## src/rtl/reaction_arbiter.sv

```systemverilog
// reaction_arbiter: start countdown, then latch the first eligible press.
// False-start disqualification, rotating tie-break, timeout, saturating scores.
module reaction_arbiter #(
  parameter int NUM_PLAYERS   = 4,
  parameter int TICK_CYCLES   = 50_000_000,
  parameter int COUNT_START   = 5,
  parameter int TIMEOUT_TICKS = 10,
  parameter int HOLD_TICKS    = 3,
  parameter int FALSE_START   = 1,
  parameter int SCORE_W       = 4,
  localparam int IDW = $clog2(NUM_PLAYERS)
)(
  input  logic                           CLOCK_50,
  input  logic                           reset_n,
  input  logic                           start,
  input  logic                           clear_scores,
  input  logic [NUM_PLAYERS-1:0]         btn_n,
  output logic [3:0]                     count_digit,
  output logic                           armed,
  output logic                           winner_valid,
  output logic [IDW-1:0]                 winner_id,
  output logic [NUM_PLAYERS-1:0]         winner_onehot,
  output logic [NUM_PLAYERS-1:0]         disq,
  output logic [NUM_PLAYERS*SCORE_W-1:0] scores
);

  localparam int N    = NUM_PLAYERS;
  localparam int TW   = (TICK_CYCLES > 1) ? $clog2(TICK_CYCLES) : 1;
  localparam int PMAX = (TIMEOUT_TICKS > HOLD_TICKS) ? TIMEOUT_TICKS
                                                     : HOLD_TICKS;
  localparam int PW   = $clog2(PMAX + 1);

  typedef enum logic [1:0] {
    S_IDLE,
    S_COUNT,
    S_ARMED,
    S_RESULT
  } state_t;

  state_t             r_state, w_state_n;
  logic [N-1:0]       r_s1, r_s2, r_prev;
  logic [TW-1:0]      r_tcnt;
  logic [PW-1:0]      r_pcnt, w_pcnt_n;
  logic [3:0]         r_digit, w_digit_n;
  logic               r_armed;
  logic               r_win_v, w_win_v_n;
  logic [IDW-1:0]     r_win_id, w_win_id_n;
  logic [N-1:0]       r_win_oh, w_win_oh_n;
  logic [N-1:0]       r_disq, w_disq_n;
  logic [N*SCORE_W-1:0] r_scores, w_scores_n;
  logic [IDW-1:0]     r_ptr, w_ptr_n;

  logic [N-1:0]       w_press, w_elig, w_oh;
  logic               w_tick, w_found;
  logic [IDW-1:0]     w_win, w_idx;
  int                 w_s;

  // Press event is a falling edge of the synchronised button.
  assign w_press = r_prev & ~r_s2;
  assign w_elig  = w_press & ~r_disq;
  assign w_tick  = (r_tcnt == TW'(TICK_CYCLES - 1));

  always_comb begin
    w_found = 1'b0;
    w_win   = '0;
    w_idx   = '0;
    w_s     = 0;
    w_oh    = '0;
    // Scan downward so the candidate nearest the pointer is taken last.
    for (int k = N - 1; k >= 0; k--) begin
      w_s = int'(r_ptr) + k;
      if (w_s >= N) w_s = w_s - N;
      w_idx = IDW'(w_s);
      if (w_elig[w_idx]) begin
        w_found = 1'b1;
        w_win   = w_idx;
      end
    end
    for (int i = 0; i < N; i++)
      w_oh[i] = w_found && (w_win == IDW'(i));
  end

  always_comb begin
    w_state_n  = r_state;
    w_pcnt_n   = r_pcnt;
    w_digit_n  = r_digit;
    w_win_v_n  = r_win_v;
    w_win_id_n = r_win_id;
    w_win_oh_n = r_win_oh;
    w_disq_n   = r_disq;
    w_scores_n = r_scores;
    w_ptr_n    = r_ptr;
    unique case (r_state)
      S_IDLE: begin
        if (clear_scores) w_scores_n = '0;
        if (start) begin
          w_state_n  = S_COUNT;
          w_digit_n  = 4'(COUNT_START);
          w_disq_n   = '0;
          w_win_v_n  = 1'b0;
          w_win_id_n = '0;
          w_win_oh_n = '0;
        end
      end
      S_COUNT: begin
        if (FALSE_START != 0) w_disq_n = r_disq | w_press;
        if (&w_disq_n) begin
          w_state_n = S_RESULT;
          w_digit_n = '0;
        end else if (w_tick) begin
          if (r_digit <= 4'd1) begin
            w_digit_n = '0;
            w_state_n = S_ARMED;
          end else begin
            w_digit_n = r_digit - 4'd1;
          end
        end
      end
      S_ARMED: begin
        if (w_found) begin
          w_state_n  = S_RESULT;
          w_win_v_n  = 1'b1;
          w_win_id_n = w_win;
          w_win_oh_n = w_oh;
          w_ptr_n    = (w_win == IDW'(N - 1)) ? '0 : w_win + 1'b1;
          for (int i = 0; i < N; i++)
            if (w_oh[i] && (r_scores[i*SCORE_W +: SCORE_W] != '1))
              w_scores_n[i*SCORE_W +: SCORE_W] =
                r_scores[i*SCORE_W +: SCORE_W] + SCORE_W'(1);
        end else if (w_tick) begin
          if (r_pcnt == PW'(TIMEOUT_TICKS - 1))
            w_state_n = S_RESULT;
          else
            w_pcnt_n = r_pcnt + 1'b1;
        end
      end
      S_RESULT: begin
        if (w_tick) begin
          if (r_pcnt == PW'(HOLD_TICKS - 1)) begin
            w_state_n  = S_IDLE;
            w_win_v_n  = 1'b0;
            w_win_id_n = '0;
            w_win_oh_n = '0;
          end else begin
            w_pcnt_n = r_pcnt + 1'b1;
          end
        end
      end
    endcase
    if (w_state_n != r_state) w_pcnt_n = '0;
  end

  always_ff @(posedge CLOCK_50 or negedge reset_n) begin
    if (!reset_n) begin
      r_s1     <= '1;
      r_s2     <= '1;
      r_prev   <= '1;
      r_state  <= S_IDLE;
      r_tcnt   <= '0;
      r_pcnt   <= '0;
      r_digit  <= '0;
      r_armed  <= 1'b0;
      r_win_v  <= 1'b0;
      r_win_id <= '0;
      r_win_oh <= '0;
      r_disq   <= '0;
      r_scores <= '0;
      r_ptr    <= '0;
    end else begin
      r_s1     <= btn_n;
      r_s2     <= r_s1;
      r_prev   <= r_s2;
      r_state  <= w_state_n;
      r_tcnt   <= ((w_state_n != r_state) || w_tick) ? '0
                                                     : r_tcnt + 1'b1;
      r_pcnt   <= w_pcnt_n;
      r_digit  <= w_digit_n;
      r_armed  <= (w_state_n == S_ARMED);
      r_win_v  <= w_win_v_n;
      r_win_id <= w_win_id_n;
      r_win_oh <= w_win_oh_n;
      r_disq   <= w_disq_n;
      r_scores <= w_scores_n;
      r_ptr    <= w_ptr_n;
    end
  end

  assign count_digit   = r_digit;
  assign armed         = r_armed;
  assign winner_valid  = r_win_v;
  assign winner_id     = r_win_id;
  assign winner_onehot = r_win_oh;
  assign disq          = r_disq;
  assign scores        = r_scores;

endmodule

```

## config.mk

```make
export PLATFORM = sky130hd
export DESIGN_NAME = reaction_arbiter
export DESIGN_NICKNAME = d
export VERILOG_FILES = /design/src/rtl/reaction_arbiter.sv
export SDC_FILE = /design/constraint.sdc
export NUM_CORES = 1
export LEC_CHECK = 0
export BUFFER_PORTS_ARGS = -buffer_cell sky130_fd_sc_hd__buf_2
export CELL_PAD_IN_SITES_DETAIL_PLACEMENT = 0
export CELL_PAD_IN_SITES_GLOBAL_PLACEMENT = 1
export CORE_ASPECT_RATIO = 1.4
export CORE_MARGIN = 1
export CORE_UTILIZATION = 25
export CTS_BUF_LIST = sky130_fd_sc_hd__clkbuf_8
export DETAILED_ROUTE_END_ITERATION = 8
export GPL_ROUTABILITY_DRIVEN = 0
export PLACE_DENSITY = 0.56
export SLEW_MARGIN = 15
export SYNTH_ARGS = -nofsm -noshare
export SYNTH_HDL_FRONTEND = slang
export SYNTH_SLANG_ARGS = --single-unit
```

## constraint.sdc

```tcl
create_clock -name CLOCK_50 -period 3.6 [get_ports CLOCK_50]
set_input_delay 1.08 -clock CLOCK_50 [delete_from_list [all_inputs] [get_ports CLOCK_50]]
set_output_delay 1.08 -clock CLOCK_50 [all_outputs]
set_load 0.005 [all_outputs]
```

==> out/qor.txt <==
Starting DRT DRC Count: 118
Highest clock rate: 0.370 GHz
Wire per inst: 13.7 um
Area Overhead vs Synth: 17.5%
Routed WL: 8.76 mm
All-Layer GR Usage: 0.118
Drt pass-1 iters: 4
RSZ-0062 raised after global routing: no
CP Capture Type: register
Synth top area share: 0.426
Die extent in x: 107 um
Commonest non-fill, non-tap cell in the layout: dfrtp_1
Worst min-delay path category: reg -> reg
Vias in the first global route: 2963
Max-cap viol count: 0
Period utilization: 0.751
Ys async rst share: 1.00
Most used DFF post-synth: dfrtp_1
Post-synthesis cell count: 396
DP Cell Count: 621
Via count: 2888
Die height: 149 um
Global-route wire length before repair: 14.8 mm
Setup TNS: 0 ns
Later-pin clock latency in the skew report: 0.36 ns
Post-DP Area: 0.00429 mm^2
Die area: 0.0160 mm^2
Post-synth EDFFs: 0
DP HPWL: 6.05 mm
Outcome: complete, no violations
Post-route cell area: 0.00455 mm^2
Vias per cell: 4.53
TritonCTS buffer count: 9
Endpoints failing setup: 0
Part of the Yosys area used for sequential elements: 0.508
Commonest non-fill, non-tap cells in the layout: dfrtp_1 (66), nor2_1 (53), nand2_1 (44)
Critical Path Fanout Max: 5
Initial core utilization: 0.257
CTS Hold Bufs: 0
Worst Tran Pin Value: 1.00 ns
Drc violations: 0
Worst Skew: 0.0156 ns
Largest net degree at the start of global routing: 79
Ys Warns: 0
Yosys cell types: 54
# Post-CTS Setup Buffers: 0
Antenna violations before repair: 0
WP data arrival: 2.99 ns
Clock Root Buffer: clkbuf_8
Avg Inst Size Synth: 9.78 um^2
Post-route minimum period: 2.70 ns
Overflow after GRT: 0
Antenna viol nets, final: 0
Sink Count: 78
Largest area contributor in the netlist: dfrtp_1
IO Count: 40
Post-CTS sizing: 0
Class of the most critical setup path: reg -> reg
Clk slew on worst S/H paths: 0.08 ns
Row Count: 53
Final non-filler cell total: 637
Startpoint type of the worst setup path: register
Top cells by area, synth: dfrtp_1 (43%), dfstp_2 (8.1%), nor2_1 (5.1%)
CTS max path bufs: 2
#FFs+latches synth: 78
Core footprint: 0.0151 mm^2
Fillcell total: 1605
Final core utilization: 0.302
Final hold vios: 0
Quantity of I/O buffers inserted on ports: 39
Peak VDD IR: 0.000221 V
Power Density: 505 mW/mm^2
Mapped Nets: 418
Slew Viols, Final: 0
Leakage power: 0.00208 uW
# diodes: 0
Synthesized cell area: 0.00387 mm^2
Required time of the worst setup path: 3.89 ns
Layout cells sized above 1: 0.180
Normalized max-slew margin: 0.333
TritonCTS clock tree: yes
Nets: 462
H-tree depth: 3
[power breakdown]
part           internal (uW)  leakage (uW)  switching, uW  total, uW
Sequential               980      0.000993            112       1090
Clock                    529      0.000135            339        868
Combinational            153      0.000951            185        338
[critical path, cell delays in order, from the launching register on]
cell and delay [ns]:
dfstp_2 0.53, nor3b_1 0.52, a21oi_1 0.08, or3_1 0.42, inv_1 0.12, ha_1 0.17, nand2_1 0.05, o21ai_0 0.35
nand3_1 0.15, xor2_1 0.16, nor2_1 0.10
[layout make-up]
type | count | area, um^2 | share of cell area
flip-flops and latches | 78 | 1970 | 0.432
multi-input cells | 292 | 1800 | 0.395
well taps | 192 | 240 | 0.0528
repair buffers | 43 | 228 | 0.0500
clock inverters | 7 | 138 | 0.0302
clock buffers | 9 | 124 | 0.0272
inverters | 16 | 60.1 | 0.0132
[registers in the layout (all words and copies together) (netlist names)]
register	count
armed	1
count_digit	4
disq	4
r_pcnt	4
r_prev	4
r_ptr	2
r_s1	4
r_s2	4
r_state	2
r_tcnt	26
scores	16
winner_id	2
winner_onehot	4
winner_valid	1
[cells in the mapped netlist (all sizes together), types with 4 or more instances]
cell type / instances
xor2: 19
xnor2: 14
a21o: 4
nand3: 25
inv: 16
or3: 4
nor3b: 6
nor4: 4
a21oi: 9
and2: 5
and3: 7
dfstp: 12
nand4: 5
buf: 7
o21ai: 24
nand2: 44
nor2: 53
nor2b: 6
ha: 14
nor3: 14
a22o: 5
dfrtp: 66
[metrics by stage]
step | worst slack (ns) | hold WS (ns) | power [uW]
floorplan | 1.28 | 0.345 | 1310
global placement | 0.917 | 0.345 | 1450
detailed placement | 0.943 | 0.349 | 1460
CTS | 0.911 | 0.361 | 2340
global route | 0.706 | 0.363 | 2440
finish | 0.897 | 0.359 | 2300
[final timing paths]
| path | from | to | slack (ns) | cells after the start |
|---|---|---|---|---|
| setup / recovery | r_prev[3]$_DFF_PN1_ | scores[14]$_DFFE_PN0P_ | 0.90 | 10 |
| hold / removal | r_s1[1]$_DFF_PN1_ | r_s2[1]$_DFF_PN1_ | 0.36 | 0 |
| setup reg to reg | r_prev[3]$_DFF_PN1_ | scores[14]$_DFFE_PN0P_ | 0.90 | 10 |
| hold reg to reg | r_s1[1]$_DFF_PN1_ | r_s2[1]$_DFF_PN1_ | 0.36 | 0 |
| max in group asynchronous | reset_n | r_tcnt[1]$_DFF_PN0_ | 2.07 | 1 |
| min in group asynchronous | reset_n | r_tcnt[8]$_DFF_PN0_ | 0.90 | 1 |
[layer usage]
layer,share of wire,track usage,wire length (um)
met5,0,0,0
met2,0.50,0.204,4340
met4,0.014,0.0486,125
met3,0.035,0.0271,309
met1,0.45,0.141,3980
[cell families after synthesis]
logic type                 after synthesis  synth area share
buffers and inverters                   26            0.0284
and+or+nand+nor                        184             0.236
adders and majority gates               14            0.0452
DFF                                     78             0.508
AOI/OAI and AO/OA                       57            0.0943
muxes                                    4            0.0139
xor gates and xnor gates                33            0.0746
Note: power is estimated with default switching activity, not from simulation.
